<file path="config.mk">
export PLATFORM = sky130hd
export DESIGN_NAME = payload_sched
export DESIGN_NICKNAME = d
export VERILOG_FILES = /design/src/rtl/payload_sched.sv
export SDC_FILE = /design/constraint.sdc
export NUM_CORES = 1
export LEC_CHECK = 0
export ABC_AREA = 1
export CORE_UTILIZATION = 48
export CTS_CLUSTER_DIAMETER = 40
export CTS_CLUSTER_SIZE = 40
export DETAILED_ROUTE_END_ITERATION = 10
export HOLD_SLACK_MARGIN = 0.05
export PLACE_DENSITY = 0.84
export SLEW_MARGIN = 20
export SYNTH_ARGS = -nofsm -noshare
export SYNTH_HDL_FRONTEND = slang
export SYNTH_SLANG_ARGS = --single-unit
</file>
<file path="constraint.sdc">
create_clock -name clk -period 2.8 [get_ports clk]
set_input_delay 0.42 -clock clk [delete_from_list [all_inputs] [get_ports clk]]
set_output_delay 0.42 -clock clk [all_outputs]
set_load 0.03 [all_outputs]
</file>
<file path="src/rtl/payload_sched.sv">
// payload_sched: round-robin scheduler sharing one payload engine among NUM_SRC packet sources.
// Define PAYLOAD_SCHED_WATCHDOG_EN to bound WAIT_DONE with a WDOG_CYC-cycle watchdog.
module payload_sched #(
  parameter int NUM_SRC  = 4,
  parameter int SRC_W    = 2,
  parameter int MAX_LEN  = 2047,
  parameter int WDOG_CYC = 4096
) (
  input  logic                 clk,
  input  logic                 rst_n,
  input  logic [NUM_SRC-1:0]   src_req,
  input  logic [8*NUM_SRC-1:0] src_data,
  input  logic [NUM_SRC-1:0]   src_valid,
  input  logic [NUM_SRC-1:0]   src_eop,
  output logic [NUM_SRC-1:0]   src_grant,
  output logic [NUM_SRC-1:0]   src_trunc,
  output logic [7:0]           payload_out,
  output logic                 payload_valid,
  output logic                 start_of_packet,
  output logic                 end_of_packet,
  input  logic                 pmm_ready,
  input  logic                 eop_shift,
  input  logic                 filter_trigger,
  input  logic [10:0]          rule_id,
  output logic                 result_valid,
  output logic [SRC_W-1:0]     result_src,
  output logic [10:0]          result_rule,
  output logic [SRC_W-1:0]     cur_src,
  output logic                 busy,
  output logic                 wdog_timeout
);
  typedef enum logic [1:0] {IDLE, STREAM, WAIT_DONE} state_t;
  state_t state;
  logic [SRC_W-1:0] rr_ptr, sel, nxt_ptr;
  logic [SRC_W:0] idx;
  logic [10:0] cnt;
  logic last, trunc;
`ifdef PAYLOAD_SCHED_WATCHDOG_EN
  logic [12:0] wcnt;
`endif
  if (NUM_SRC < 2 || NUM_SRC > 8 || MAX_LEN < 1 || MAX_LEN > 2047 || WDOG_CYC < 1 || WDOG_CYC > 8191) begin : g_param_check
    $error("payload_sched: parameter out of range");
  end
  // Scan from the farthest candidate down so the nearest requester at/after rr_ptr wins.
  always_comb begin
    sel = rr_ptr;
    idx = '0;
    for (int k = NUM_SRC - 1; k >= 0; k--) begin
      idx = {1'b0, rr_ptr} + (SRC_W+1)'(k);
      if (idx >= (SRC_W+1)'(NUM_SRC)) idx = idx - (SRC_W+1)'(NUM_SRC);
      if (src_req[idx[SRC_W-1:0]]) sel = idx[SRC_W-1:0];
    end
  end
  assign last    = src_eop[cur_src] || cnt == 11'(MAX_LEN - 1);
  assign trunc   = !src_eop[cur_src] && cnt == 11'(MAX_LEN - 1);
  assign nxt_ptr = (cur_src == SRC_W'(NUM_SRC - 1)) ? '0 : cur_src + 1'b1;
  assign busy    = state != IDLE;
  always_ff @(posedge clk or negedge rst_n) begin
    if (!rst_n) begin
      state           <= IDLE;
      rr_ptr          <= '0;
      cur_src         <= '0;
      cnt             <= '0;
      src_grant       <= '0;
      src_trunc       <= '0;
      payload_out     <= '0;
      payload_valid   <= 1'b0;
      start_of_packet <= 1'b0;
      end_of_packet   <= 1'b0;
      result_valid    <= 1'b0;
      result_src      <= '0;
      result_rule     <= '0;
      wdog_timeout    <= 1'b0;
`ifdef PAYLOAD_SCHED_WATCHDOG_EN
      wcnt            <= '0;
`endif
    end else begin
      payload_valid   <= 1'b0;
      start_of_packet <= 1'b0;
      end_of_packet   <= 1'b0;
      src_trunc       <= '0;
      wdog_timeout    <= 1'b0;
      result_valid    <= filter_trigger && state != IDLE;
      if (filter_trigger && state != IDLE) begin
        result_src  <= cur_src;
        result_rule <= rule_id;
      end
`ifdef PAYLOAD_SCHED_WATCHDOG_EN
      wcnt <= (state == WAIT_DONE) ? wcnt + 13'd1 : '0;
`endif
      case (state)
        IDLE: if (pmm_ready && |src_req) begin
          state     <= STREAM;
          cur_src   <= sel;
          src_grant <= NUM_SRC'(1) << sel;
          cnt       <= '0;
        end
        STREAM: if (src_valid[cur_src]) begin
          payload_out     <= src_data[8*cur_src +: 8];
          payload_valid   <= 1'b1;
          start_of_packet <= cnt == '0;
          cnt             <= cnt + 11'd1;
          if (last) begin
            end_of_packet <= 1'b1;
            src_grant     <= '0;
            src_trunc     <= trunc ? src_grant : '0;
            state         <= WAIT_DONE;
          end
        end
        WAIT_DONE: begin
          if (eop_shift) begin
            rr_ptr <= nxt_ptr;
            state  <= IDLE;
          end
`ifdef PAYLOAD_SCHED_WATCHDOG_EN
          else if (wcnt == 13'(WDOG_CYC - 1)) begin
            wdog_timeout <= 1'b1;
            rr_ptr       <= nxt_ptr;
            state        <= IDLE;
          end
`endif
        end
        default: state <= IDLE;
      endcase
    end
  end
endmodule

</file>
=== Word level (Yosys, flattened, before mapping) ===
Index checks and enable logic that the tools add are counted.

* Shift operators: 2
* Reductions and logical operators: 16
* Magnitude comparators: 9
* Muxes and demuxes: 44
* Add/subtract/negate cells: 9
* $mul: 0
* Equal/unequal tests: 8
* Div/mod/pow operators: 0
* Bitwise operators: 0

{| class="wikitable"
|+ Operator list
! operator !! count
|-
| $shiftx A32 B6 Y8 || 1
|-
| $mux W4 || 7
|-
| $mux W2 || 13
|-
| $mux W11 || 2
|-
| $pmux W11 S2 || 1
|-
| $lt A2 B3 Y1 const B || 5
|-
| $mux W1 || 13
|-
| $bmux W1 S2 || 6
|-
| $add A11 B1 Y11 const B || 1
|-
| $eq A11 B11 Y1 const B || 1
|-
| $logic_not A11 Y1 || 1
|-
| $ge A3 B3 Y1 const B || 3
|-
| $ne A2 B2 Y1 const B || 4
|-
| $pmux W4 S2 || 1
|-
| $reduce_and A4 Y1 || 2
|-
| $sub A2 B1 Y2 const B || 4
|-
| $add A2 B2 Y3 const B || 2
|-
| $pmux W2 S3 || 1
|-
| $reduce_and A2 Y1 || 3
|-
| $eq A2 B2 Y1 const B || 2
|-
| $reduce_bool A2 Y1 || 2
|-
| $reduce_or A4 Y1 || 1
|-
| $shl A1 B2 Y4 const A || 1
|-
| $add A2 B1 Y3 const B || 1
|-
| 8 further kinds || 10
|}

* Memories kept: 0
* Output and inout port bits: 37
* Logic and storage cells: 101
* Latch bits: 0
* Flip-flop bits (word level): 50
* Input port bits: 60
* Memory bits (writable): 0
* ROM bits: 0

=== Logic depth before layout (Yosys ltp) ===
* Word-level depth: 12
* Depth in mapped cells: 13
* Gate-level depth less buffers: 13

=== Least setup slack after synthesis ===
Ideal clock, no wire load.

* Path type: register to register
* Start point: register cur_src[0]
* End point: register cnt[2]
* Setup slack: 1.262 ns
* Buffers on the path: 1
* Arrival time: 1.413 ns
* Cell stages (with the launch flop): 9
* Setup time: 0.125 ns
* Required time: 2.675 ns
* Path through: dfrtp_1 -> o21ai_1 -> o21ai_2 -> nand2_4 -> nand2_4 -> buf_6 -> nand2_1 -> o21ai_1 -> a21oi_1

* Word-level cells in the longest chain between the ends: 4

{| class="wikitable"
|+ Ends and longest elaborated chain
! element !! line !! source
|-
| start: declaration || 28 || <nowiki>output logic [SRC_W-1:0] cur_src,</nowiki>
|-
| start signal: assignment || 94 || <nowiki>cur_src <= sel;</nowiki>
|-
| $bmux W1 S2 || 98 || <nowiki>STREAM: if (src_valid[cur_src]) begin</nowiki>
|-
| $mux W1 (not written as such) || 98 ||
|-
| $ne A2 B2 Y1 (no line) || n/a ||
|-
| $reduce_and A3 Y1 (no line) || n/a ||
|-
| end signal: assignment || 102 || <nowiki>cnt <= cnt + 11'd1;</nowiki>
|-
| end: declaration || 36 || <nowiki>logic [10:0] cnt;</nowiki>
|}

No other way between the ends. The select of a mux whose other input is x is not followed.
A chain may end at the register's enable or synchronous reset.

=== Worst setup path in the final report ===
* Start point: register cur_src[0]
* End point: register cnt[8]

Same word-level chain as after synthesis.

==> metrics.txt <==
vias per cell a little over 5; Final Critical Period 2.15 ns; CP Capture Type register; CP max FO 15; Worst-Margin Slew about 0.56 ns; CP Launch Type register; first-pass GRT wire length 11400 um; number of synthesized register bits 50; Initial Util 51.2%; Rel. slew slack 62.2%; Layout area overhead 40.9%; CTS tree done; share of cells above drive strength 1 4.77%; Mapped Area 2680 sq um; Die Span Y roughly 77 um; Final GP Congestion 0.868; Clock Tree Buf Depth 2; Final Max Tran Viols 0; setup bufs post-CTS 0; Clock Latency Late Sink 0.31 ns; core area 5240 sq um; Hold Crit Start result_rule[6]; final hold violations 0; Worst VDD drop 0.619 mV; Total Nets Final 524; fmax 465 MHz; Hold Crit Class register to register; # Max-Cap Violations 0; skew final about 0.0063 ns; Post-Route WL 6680 um; sequential share of the synthesized area 46.6%; GRT overflow 0; number of global-route vias before repair 2641; DR vias 2688; die area 5890 sq um; # IOs 97; wire per inst 12.6 um; Critical R2R Capture cnt[8]; clock slew at reported path FFs ~0.09 ns; Critical Path AT about 2.4 ns; GRT Util Overall 24.8%; total power 3.82 mW; clk sinks 50; Crit Path Category register to register; syn_area_per_cell 7.29 sq um; post-synth cell types 28; initial antenna violation count 0; TritonCTS Buffers 5; ant diodes 0; Port Buffer Count 95; pin count of the biggest net entering global routing 34; R2R Setup Slk 0.65 ns; Pre-antenna DRT Iters 4; setup violators final 0; root buffer cell clkbuf_8; Reg2Reg Depth 10; Detail Route Antenna Nets 0; H-tree depth 2; Lkg Pwr 1.83 nW; reg2reg start cur_src[0]; DIE WIDTH between 70 and 80 um; hold-critical path endpoint result_rule[6]; outcome complete, no violations; syn_nets 432; Synth Warn # 0; Syn Inst Count 368; initial DRC count 143; Post-route DRC 0; setup TNS 0 ns; final period utilization 76.9%; FP Rows 26; worst hold path cell count 2; Worst EP required 3.01 ns; PwrDens 1010 nW/um^2; RSZ-0062 raised after global routing false; hpwl dp 5060 um
-- cell type report --
| cell class | count | area, sq um |
|---|---|---|
| timing repair buffer | 99 | 978 |
| tap | 70 | 87.6 |
| clock buffer | 6 | 72.6 |
| sequential | 50 | 1250 |
| multi-input combinational | 267 | 1220 |
| inverter | 37 | 139 |
| fill | 443 | 1460 |
| clock inverter | 2 | 37.5 |
-- critical path, stage by stage (launching register included) --
cell	delay, ns
dfrtp_1	0.61
buf_4	0.26
o21ai_1	0.09
o21ai_2	0.28
nand2_4	0.20
nand2_4	0.19
nand2_2	0.10
inv_2	0.07
nand2_1	0.06
nor2_1	0.11
nor2_1	0.06
-- cell families after synthesis --
group                      count (synthesis)  synth area share, %
AOI/OAI and AO/OA                         50                 10.3
xor gates and xnor gates                   1                0.326
adders and majority gates                  4                 1.86
buffers and inverters                     51                 8.06
DFF                                       50                 46.6
other                                      1                0.140
and+or+nand+nor                          211                 32.7
-- cells in the mapped netlist, drive strengths merged --
library cell / count / area [sq um]
a21oi: 5 / 25.0
buf: 11 / 66.3
clkbuf: 3 / 11.3
conb: 1 / 3.75
dfrtp: 50 / 1250
ha: 4 / 50.1
inv: 37 / 139
nand2: 137 / 532
nand3: 21 / 115
nand4: 7 / 43.8
nor2: 38 / 145
nor3: 6 / 30.0
nor4: 2 / 12.5
o21a: 1 / 7.51
o21ai: 32 / 164
o21bai: 2 / 15.0
o22ai: 9 / 56.3
o31ai: 1 / 7.51
xor2: 1 / 8.76
-- registers in the layout, indices dropped and copies added, names as in the netlist, 4 cells and up --
register and cells:
src_trunc 4, payload_out 8, result_rule 11, src_grant 4
cnt 11
-- worst max path at each step --
stage	startpoint	endpoint	cells past startpoint
finish	cur_src[0]	cnt[8]	10
floorplan	cur_src[0]	cnt[2]	8
CTS	cur_src[0]	cnt[8]	11
global route	cur_src[0]	cnt[8]	11
detailed placement	src_req[2]	cnt[8]	11
global placement	src_req[0]	src_grant[0]	9
-- layer usage --
layer / share of wire (%) / wire length [um] / GRT usage, %
met5: 0 / 0 / 0
met1: 42 / 2780 / 27.8
met4: 1.7 / 114 / 8.85
met3: 9.0 / 604 / 8.69
met2: 48 / 3170 / 43.3
-- power breakdown --
group	leakage, nW	internal, mW	switching, mW	total (mW)
Sequential	0.648	0.964	0.199	1.16
Combinational	1.13	0.800	1.35	2.15
Clock	0.0514	0.267	0.238	0.504
Total	1.83	2.03	1.79	3.82
-- timing repair --
action	4_1_cts	5_1_grt
hold buffers	1	0
hold endpoints to repair	17	0
resized for setup	0	0
-- metrics by stage --
| stage | area [sq um] | worst slack [ns] | util [%] | hold WS [ns] | instances |
|---|---|---|---|---|---|
| floorplan | 2680 | 1.26 | - | 0.124 | 368 |
| global placement | 3660 | 0.629 | 69.9 | 0.350 | 522 |
| detailed placement | 3660 | 0.550 | 69.9 | 0.354 | 522 |
| CTS | 3780 | 0.667 | 72.2 | 0.492 | 531 |
| global route | 3780 | 0.460 | 72.2 | 0.518 | 531 |
| finish | 3780 | 0.648 | 72.2 | 0.485 | 531 |
-- cells in the final DEF, fill, tap and decap left out, types with 2 or more instances in the layout --
cell,netlist,routed
clkdlybuf4s50_1,0,94
clkbuf_8,0,5
a21oi_1,5,5
nand3_1,19,19
nor2_1,37,37
o21bai_1,2,2
dfrtp_1,50,50
buf_4,2,3
nand2_1,134,134
nor3_1,6,6
o21ai_0,27,27
inv_2,4,4
inv_1,33,33
nand2_4,2,2
o21ai_1,4,4
nor4_1,2,2
nand4_1,7,7
o22ai_1,9,9
ha_1,4,4
nand3_2,2,2
Note: power is estimated with default switching activity, not from simulation.
